## src/rtl/vend_pkg.sv

```systemverilog
// rtl/vend_pkg.sv - shared coin codes and session state for the vending front end
package vend_pkg;

  localparam logic [1:0] COIN_NONE = 2'b00;
  localparam logic [1:0] COIN_HALF = 2'b01;
  localparam logic [1:0] COIN_ONE  = 2'b10;

  localparam int FIFO_DEPTH = 4;

  typedef enum logic [1:0] {
    IDLE    = 2'd0,
    COLLECT = 2'd1,
    FLUSH   = 2'd2
  } session_state_e;

endpackage

```

## src/rtl/debounce_sync.sv

```systemverilog
// rtl/debounce_sync.sv - 2-flop synchroniser, stability counter, rising-edge event
module debounce_sync #(
  parameter int DEBOUNCE_CYCLES = 4
) (
  input  logic clk,
  input  logic rst,
  input  logic raw_i,
  output logic rise_o
);

  localparam int CW = (DEBOUNCE_CYCLES > 1) ? $clog2(DEBOUNCE_CYCLES) : 1;
  localparam logic [CW-1:0] CNT_LAST = CW'(DEBOUNCE_CYCLES - 1);

  logic          sync1_q;
  logic          sync2_q;
  logic          level_q;
  logic          rise_q;
  logic [CW-1:0] cnt_q;

  // The event is raised on the same edge the level flips, so it lands one cycle earlier
  // than an edge detector on level_q would.
  always_ff @(posedge clk or negedge rst) begin
    if (!rst) begin
      sync1_q <= 1'b0;
      sync2_q <= 1'b0;
      level_q <= 1'b0;
      rise_q  <= 1'b0;
      cnt_q   <= '0;
    end else begin
      sync1_q <= raw_i;
      sync2_q <= sync1_q;
      rise_q  <= 1'b0;
      if (sync2_q == level_q) begin
        cnt_q <= '0;
      end else if (cnt_q == CNT_LAST) begin
        level_q <= sync2_q;
        cnt_q   <= '0;
        rise_q  <= sync2_q;
      end else begin
        cnt_q <= cnt_q + CW'(1);
      end
    end
  end

  assign rise_o = rise_q;

endmodule

```

## src/rtl/coin_intake.sv

```systemverilog
// rtl/coin_intake.sv - debounced coin/button intake with 4-entry coin FIFO and session timeout
module coin_intake
  import vend_pkg::*;
#(
  parameter int DEBOUNCE_CYCLES = 4,
  parameter int TIMEOUT_CYCLES  = 64
) (
  input  logic       clk,
  input  logic       rst,
  input  logic       coin_half_raw,
  input  logic       coin_one_raw,
  input  logic       star_raw,
  input  logic       straits_raw,
  input  logic       coin_ready,
  input  logic       dispense_done,
  output logic       coin_valid,
  output logic [1:0] coin_code,
  output logic       star_pb,
  output logic       straits_pb,
  output logic       reject,
  output logic [2:0] fifo_count
);

  localparam int TW = $clog2(TIMEOUT_CYCLES);
  localparam logic [TW-1:0] TMR_LAST = TW'(TIMEOUT_CYCLES - 1);

  logic half_ev, one_ev, star_ev, straits_ev;

  debounce_sync #(.DEBOUNCE_CYCLES(DEBOUNCE_CYCLES)) u_db_half (
    .clk(clk), .rst(rst), .raw_i(coin_half_raw), .rise_o(half_ev));
  debounce_sync #(.DEBOUNCE_CYCLES(DEBOUNCE_CYCLES)) u_db_one (
    .clk(clk), .rst(rst), .raw_i(coin_one_raw), .rise_o(one_ev));
  debounce_sync #(.DEBOUNCE_CYCLES(DEBOUNCE_CYCLES)) u_db_star (
    .clk(clk), .rst(rst), .raw_i(star_raw), .rise_o(star_ev));
  debounce_sync #(.DEBOUNCE_CYCLES(DEBOUNCE_CYCLES)) u_db_straits (
    .clk(clk), .rst(rst), .raw_i(straits_raw), .rise_o(straits_ev));

  logic [1:0]     mem_q [FIFO_DEPTH];
  logic [1:0]     wr_ptr_q, rd_ptr_q;
  logic [2:0]     count_q;
  session_state_e state_q;
  logic [TW-1:0]  tmr_q;
  logic           star_q, straits_q, reject_q;
  logic           pend_valid_q, pend_valid_d;
  logic [1:0]     pend_q, pend_d;

  logic       pop, space, push;
  logic       wr_req, tok_push, coin_acc, coin_drop;
  logic [1:0] wr_data;
  logic       coin_single, coin_both;
  logic [1:0] coin_val;

  assign coin_valid  = (count_q != 3'd0);
  assign coin_code   = coin_valid ? mem_q[rd_ptr_q] : COIN_NONE;
  assign pop         = coin_valid & coin_ready;
  assign space       = (count_q != 3'(FIFO_DEPTH)) | pop;
  assign coin_single = half_ev ^ one_ev;
  assign coin_both   = half_ev & one_ev;
  assign coin_val    = half_ev ? COIN_HALF : COIN_ONE;
  assign push        = wr_req & space;

  // The FIFO has a single write port: the abort token and a coin held back by it take
  // priority over a fresh coin event.
  always_comb begin
    wr_req       = 1'b0;
    wr_data      = COIN_NONE;
    tok_push     = 1'b0;
    coin_acc     = 1'b0;
    coin_drop    = 1'b0;
    pend_valid_d = 1'b0;
    pend_d       = pend_q;
    if (state_q == FLUSH) begin
      if (space) begin
        wr_req   = 1'b1;
        tok_push = 1'b1;
        if (coin_single) begin
          pend_valid_d = 1'b1;
          pend_d       = coin_val;
        end
      end else begin
        coin_drop = coin_single;
      end
    end else if (pend_valid_q) begin
      wr_req    = 1'b1;
      wr_data   = pend_q;
      coin_acc  = space;
      coin_drop = ~space | coin_single;
    end else begin
      wr_req    = coin_single;
      wr_data   = coin_val;
      coin_acc  = coin_single & space;
      coin_drop = coin_single & ~space;
    end
  end

  always_ff @(posedge clk or negedge rst) begin
    if (!rst) begin
      for (int i = 0; i < FIFO_DEPTH; i++) mem_q[i] <= COIN_NONE;
      wr_ptr_q <= '0;
      rd_ptr_q <= '0;
      count_q  <= '0;
    end else begin
      if (push) begin
        mem_q[wr_ptr_q] <= wr_data;
        wr_ptr_q        <= wr_ptr_q + 2'd1;
      end
      if (pop) rd_ptr_q <= rd_ptr_q + 2'd1;
      if (push && !pop)      count_q <= count_q + 3'd1;
      else if (pop && !push) count_q <= count_q - 3'd1;
    end
  end

  always_ff @(posedge clk or negedge rst) begin
    if (!rst) begin
      state_q      <= IDLE;
      tmr_q        <= '0;
      star_q       <= 1'b0;
      straits_q    <= 1'b0;
      reject_q     <= 1'b0;
      pend_valid_q <= 1'b0;
      pend_q       <= COIN_NONE;
    end else begin
      reject_q     <= coin_both | coin_drop;
      pend_valid_q <= pend_valid_d;
      pend_q       <= pend_d;

      case (state_q)
        IDLE: begin
          tmr_q <= '0;
          if (coin_acc) state_q <= COLLECT;
        end
        COLLECT: begin
          if (dispense_done) begin
            state_q <= IDLE;
            tmr_q   <= '0;
          end else if (coin_acc) begin
            tmr_q <= '0;
          end else if (tmr_q == TMR_LAST) begin
            state_q <= FLUSH;
          end else begin
            tmr_q <= tmr_q + TW'(1);
          end
        end
        FLUSH: begin
          if (tok_push) begin
            tmr_q   <= '0;
            state_q <= pend_valid_d ? COLLECT : IDLE;
          end
        end
        default: begin
          state_q <= IDLE;
          tmr_q   <= '0;
        end
      endcase

      if (dispense_done || tok_push) begin
        star_q    <= 1'b0;
        straits_q <= 1'b0;
      end else if (!star_q && !straits_q) begin
        if (star_ev)         star_q    <= 1'b1;
        else if (straits_ev) straits_q <= 1'b1;
      end
    end
  end

  assign star_pb    = star_q;
  assign straits_pb = straits_q;
  assign reject     = reject_q;
  assign fifo_count = count_q;

endmodule
```

## config.mk

```make
export PLATFORM = sky130hd
export DESIGN_NAME = coin_intake
export DESIGN_NICKNAME = d
export VERILOG_FILES = /design/src/rtl/vend_pkg.sv /design/src/rtl/debounce_sync.sv /design/src/rtl/coin_intake.sv
export SDC_FILE = /design/constraint.sdc
export NUM_CORES = 1
export LEC_CHECK = 0
export BUFFER_PORTS_ARGS = -buffer_cell sky130_fd_sc_hd__buf_2
export CORE_MARGIN = 2
export CORE_UTILIZATION = 56
export DETAILED_ROUTE_END_ITERATION = 10
export GPL_TIMING_DRIVEN = 1
export MAX_ROUTING_LAYER = met4
export PLACE_DENSITY = 0.81
export SYNTH_ARGS = -nofsm -noshare
export SYNTH_HDL_FRONTEND = slang
export SYNTH_SLANG_ARGS = --single-unit
```

## constraint.sdc

```tcl
create_clock -name clk -period 2.9 [get_ports clk]
set_input_delay 0.87 -clock clk [delete_from_list [all_inputs] [get_ports clk]]
set_output_delay 0.87 -clock clk [all_outputs]
set_load 0.005 [all_outputs]
```

[Word level (Yosys, flattened, before mapping)]
Index checks and enable logic that the tools add are counted.
Word-level totals
  register bits after elaboration: 53
  word-level logic and storage cells: 163
Cells by class
  add/sub/neg operators: 9
  $lt $le $gt $ge: 3
  equality and inequality tests: 18
  mux-type cells: 59
  bitwise gates (word level): 16
  reduce and logical (&&, ||, !) cells: 24
Operator list (number)
  2-to-1 mux 2 bit: 20
  2-to-1 mux 1 bit: 28
  2-to-1 mux 6 bit: 4
  adder 2 x 1 -> 2 bit, second input constant: 6
  one-hot mux 6 bit (2 select lines): 1
  AND reduction 2 bit: 6
  == test 2 bit, second input constant: 5
  inequality test 3 bit, second input constant: 3
  bitwise mux 8 bit: 1
  nonzero test 2 bit: 4
  adder 6 x 1 -> 6 bit, second input constant: 1
  == test 6 bit, second input constant: 1
  >= comparator 3 bit, second input constant: 2
  2-to-1 mux 3 bit: 2
  inequality test 2 bit, second input constant: 3
  inverter 2 -> 3 bit: 2
  one-hot mux 2 bit (3 select lines): 1
  AND reduction 3 bit: 2
  AND 1 bit: 5
  inverter 1 bit: 5
  binary-select mux 2 bit (select 2 bit): 1
  demux 2 bit (select 2 bit): 1
  == test 1 bit: 4
  logical AND 1 bit: 4
  other kinds (12): 17

[Logic depth before layout (Yosys ltp)]
  depth in word-level cells: 10
  gate-level depth with buffers: 9
  gate-level depth less buffers: 9

[Cells and area by module]
Synthesis repeated with hierarchy kept, for this count alone.
Unflattened totals
  cell total of the unflattened synthesis: 176
  area total of the unflattened synthesis: 2326.0 µm²
Modules (own cells, without submodules)
  coin_intake: times used 1, cells an instance 128, area an instance 1490.2 µm²
  debounce_sync: times used 4, cells an instance 12, area an instance 209.0 µm²

[Worst setup path after synthesis]
OpenSTA, ideal clock, no wires.
  kind: input-to-reg
  start: in coin_ready
  end: reg count_q[1], in the netlist fifo_count[1]
  arrival: 2.409 ns
  data required time: 2.775 ns
  path slack: 0.367 ns
  cell stages on the path: 6
  buffers on the path: 0
  path through: nor4b_4 > a21oi_2 > ha_1 > inv_1 > fa_1 > mux2_2
Between the ends
  word-level cells in the longest chain between the ends: 8
RTL lines
  start, declared: line coin_intake.sv:14  | input logic coin_ready,
  AND 1 bit *: line coin_intake.sv:55  | assign pop = coin_valid & coin_ready;
  OR 1 bit *: line coin_intake.sv:56  | assign space = (count_q != 3'(FIFO_DEPTH)) | pop;
  2-to-1 mux 1 bit: line coin_intake.sv:73  | if (space) begin
  2-to-1 mux 1 bit: line coin_intake.sv:72  | if (state_q == FLUSH) begin
  AND 1 bit *: line coin_intake.sv:60  | assign push = wr_req & space;
  via push: line coin_intake.sv:47  | logic pop, space, push;
  logical NOT 1 bit: line coin_intake.sv:109  | else if (pop && !push) count_q <= count_q - 3'd1;
  logical AND 1 bit: line coin_intake.sv:109
  nonzero test 2 bit (no source line)
  end signal, assigned: line coin_intake.sv:108  | if (push && !pop) count_q <= count_q + 3'd1;
  end signal, assigned: line coin_intake.sv:109
  end, declared: line coin_intake.sv:40  | logic [2:0] count_q;
The timed path passes the listed nets; every way through them passes the cells marked *.
A chain may end at the register's enable or synchronous reset.

[Worst setup path after layout]
  start: reg count_q[1], in the netlist fifo_count[1]
  end: out coin_code[1]
Between the ends
  word-level cells in the longest chain between the ends: 2
RTL lines
  nonzero test 3 bit: line coin_intake.sv:53  | assign coin_valid = (count_q != 3'd0);
  2-to-1 mux 2 bit: line coin_intake.sv:54  | assign coin_code = coin_valid ? mem_q[rd_ptr_q] : COIN_NONE;
  end, declared: line coin_intake.sv:17  | output logic [1:0] coin_code,
No other way between the ends.

==> results summary <==
The flow ran to the end, and the final reports show no timing, DRC or antenna violations. The number of placed instances, taps included, is 245. The setup-violating endpoint count in the final report came out at 0. The cell count after synthesis came out at 178. The number of non-filler instances in the completed layout is 253. The met3 wire length is 155 um. The switching share of total power came out at 0.312. The maximum cell stage delay along the critical path is 0.55 ns. Across all setup checks in the final design, the least slack found is 0.410 ns. The mean number of vias per cell is 5.55. The number of hold violations in the final report is 0. Along the worst path, the maximum fanout reaches 5. In this run the most critical hold path is launched from u_db_half.sync1_q. The die outline height is 68.0 um. The total setup buffers inserted after CTS is 0.

The via count came out at between 1000 and 1500. The final design instance area without fill came out at 2530 sq um. The via count of the first global-routing pass is about 1400.

The count of instances resized after the clock tree is built came out at 0. The critical path launch point is fifo_count[1]. The area of placed instances came out at 2450 sq um. The worst setup path is launched from a flip-flop. The number of max-cap violations came out at 0. In this run the deepest clock path goes through 2 buffers. The clock period minus worst slack came out at 2.49 ns. The final count of pins violating max slew is 0.

The number of remaining DRC errors came out at 0. The final worst clock skew is 0.00891 ns. The final critical-path share of the clock period came out at 0.859. The total standard cell area after synthesis came out at 2290 sq um. The number of rows created at floorplan came out at 23. The die boundary width came out at around 68 um. Measured in cells, the most critical reg-to-reg path has a length of 9. The placeable core area came out at 3970 sq um. The initial antenna violation count came out at 0. The area fraction of the dominant cell type after synthesis is 0.579.

From synthesis to final layout, the design area changed by 10.6%. Entering global routing, the biggest net connects 41 pins. The sequential fraction of the synthesis area is 0.579. For this block, wires on met1 add up to 1.54 mm.

The Yosys warning count came out at 0. The later pin in the worst-skew pair is clocked with a latency of between 0.3 and 0.4 ns. Setup repair after global routing left no endpoint under its margin. The initial cell density of the core came out at 0.577.

The tightest min-delay check is of the reg -> reg type. The clock-pin slew reported for the worst setup and hold paths after clock tree synthesis is 0.09 ns. The routed length per placed instance is around 15 um. The biggest area consumer among synthesized cells is sky130_fd_sc_hd__dfrtp_1. In this run, CTS created clock tree buffers numbering 5. The HPWL after detailed placement came out at 2.85 mm.

The signal on the critical path passes through or3_2 > and2_1 > buf_2. Sorting the synthesized cells by area gives the leading types as sky130_fd_sc_hd__dfrtp_1, sky130_fd_sc_hd__mux2_2, sky130_fd_sc_hd__ha_1. The wire length on met2 came out at between 1.5 and 2 mm.

On the critical path, the stage with the largest delay is an instance of sky130_fd_sc_hd__or3_2. The headroom to the max-slew limit is 0.431. The wire length of the first global-routing pass is around 6.5 mm. The floorplan die area came out at 4620 sq um.

The register-to-register path setup slack came out at 0.45 ns. The I/O pin count came out at 17. The count of routing violations after the opening detailed-route iteration came out at approximately 110. After synthesis, the share of flip-flops with an asynchronous set or reset is 1.00.

The library cell used as clock root buffer is sky130_fd_sc_hd__clkbuf_8. Input and output buffers added on the ports amount to 16. The number of flops mapped to enable cells by yosys is 0. Routed signal wires occupy layers up through met4.

The TritonCTS clock tree is yes. By startpoint and endpoint, the worst setup path is classified as reg -> out. The beginning of the worst register-to-register path is u_db_half.rise_o.

The most used flip-flop cell after synthesis is sky130_fd_sc_hd__dfrtp_1. For this run, the detailed router's first-pass iteration total came to 4. The total routed wirelength came out at 3.74 mm. The capture instance of the worst register-to-register path is fifo_count[2]. The number of nets with antenna violations after detailed routing came out at 0. The final estimated routing congestion in global placement came out at about 0.76. The share of power burned in the clock network came out at 0.199. The maximum clock frequency came out at 402 MHz. The data required time at the worst endpoint is 2.03 ns. The power density normalized to cell area came out at between 800 and 900 nW/um^2.

The most frequently used cell type in the post-synthesis netlist is sky130_fd_sc_hd__dfrtp_1. The mean instance size in the synthesized netlist is 12.9 sq um. The portion of total power attributed to sequential cells is 0.530. The total nets after synthesis came out at 198.

The overall power is 2030 uW. The worst vdd rail ir drop came out at 0.423 mV. The timing endpoint of the critical path is coin_code[1]. The internal power came out at 1400 uW.

The number of clock sinks is 53. The number of storage elements in the synthesis netlist came out at 53. The analysis attributes to net switching a power of 633 uW. The analysis attributes to cell leakage a power of 0.00122 uW. The combinational share of power is 0.270. The commonest cells after synthesis are sky130_fd_sc_hd__dfrtp_1, sky130_fd_sc_hd__mux2_2, sky130_fd_sc_hd__a21oi_1, sky130_fd_sc_hd__ha_1, sky130_fd_sc_hd__nand2_1. In the final timing run, aggregate negative setup slack is 0 ns. The quantity of hold-fixing buffers added after cts came out at 0. The combined global-route utilization of all metal layers came out at 0.201.

The net count of the finished layout is around 220. The level count of the clock H-tree came out at 2. 0 antenna diodes ended up in the layout.

The remaining global-route overflow is 0. The post-placement worst setup slack is slightly below 0.3 ns. The measured slew at the worst slew-check pin came out at between 0.8 and 0.9 ns. The count of unique library cells instantiated by Yosys came out at 38. The worst setup path is captured at a primary output. The arrival time of data at the critical path endpoint is 1.62 ns. The layout cell share with drive strength beyond 1 came out at 0.241.
[worst max-delay path: cells and delay by family, from the launching register on]
family,cells,cell delay (ns)
AND/OR/NAND/NOR,2,0.71
flip-flops,1,0.47
buffers and inverters,1,0.12
[placed cells by master (no fill, tap or decap), types with 3 or more instances in the layout]
cell type and n:
sky130_fd_sc_hd__and3b_1 4, sky130_fd_sc_hd__nor2_1 9, sky130_fd_sc_hd__nor2b_1 5, sky130_fd_sc_hd__clkbuf_8 5, sky130_fd_sc_hd__nor3_1 6, sky130_fd_sc_hd__a21oi_1 12, sky130_fd_sc_hd__inv_1 7, sky130_fd_sc_hd__nand2_1 11
sky130_fd_sc_hd__xnor2_1 8, sky130_fd_sc_hd__o21ai_0 3, sky130_fd_sc_hd__ha_1 11, sky130_fd_sc_hd__nand3_1 3, sky130_fd_sc_hd__buf_2 16, sky130_fd_sc_hd__dfrtp_1 53, sky130_fd_sc_hd__buf_4 3, sky130_fd_sc_hd__mux2_2 15
[cell families (layout without fill, tap and decap cells)]
family | count (synthesis) | in the layout | synth area share
flip-flops | 53 | 53 | 0.579
multiplexers | 18 | 18 | 0.0978
AND/OR/NAND/NOR | 50 | 50 | 0.128
adder cells (fa/ha/maj) | 12 | 12 | 0.0688
AO/OA/AOI/OAI | 26 | 26 | 0.0726
buffers and inverters | 9 | 34 | 0.0153
XOR/XNOR | 10 | 10 | 0.0382
[state kept, by name (all words and copies together) (netlist names), 2 cells and up]
name	count
fifo_count	3
u_db_star.cnt_q	2
u_db_one.cnt_q	2
wr_ptr_q	2
pend_q	2
mem_q	8
u_db_half.cnt_q	2
rd_ptr_q	2
u_db_straits.cnt_q	2
state_q	2
tmr_q	6
[layer usage]
layer | up-vias | GRT usage
met5 | - | -
li1 | 668 | -
met3 | 11 | 0.0592
met2 | 28 | 0.336
met1 | 697 | 0.221
met4 | 0 | 0.0925
[worst min-delay path by stage]
stage                              endpoint  slack, ns  cells after the start
after floorplan           u_db_half.sync2_q       0.33                      0
after global placement    u_db_half.sync2_q       0.33                      0
after detailed placement  u_db_star.sync2_q       0.34                      0
after CTS                 u_db_half.sync2_q       0.36                      0
after global routing      u_db_star.sync2_q       0.36                      0
final                     u_db_half.sync2_q       0.35                      0
[stage by stage]
stage               hold WS, ns   util
finish                    0.353  0.638
detailed placement        0.336  0.616
global route              0.358  0.638
CTS                       0.356  0.638
global placement          0.334  0.616
floorplan                 0.331      -
[final cells by class]
class | count | area (sq um)
Clock buffer | 6 | 72.6
Clock inverter | 2 | 15.0
Fill cell | 299 | 1440
Inverter | 7 | 26.3
Multi-Input combinational cell | 116 | 930
Sequential cell | 53 | 1330
Tap cell | 50 | 62.6
Timing Repair Buffer | 19 | 103
[power groups by stage]
stage | Clock (uW) | Combinational (uW) | Sequential (uW)
4_1_cts | 420 | 560 | 1080
5_1_grt | 450 | 622 | 1100
2_1_floorplan | 0 | 405 | 1050
3_3_place_gp | 0 | 511 | 1070
3_5_place_dp | 0 | 555 | 1090
6_report | 405 | 548 | 1080
Power figures use the tool's default switching activity.
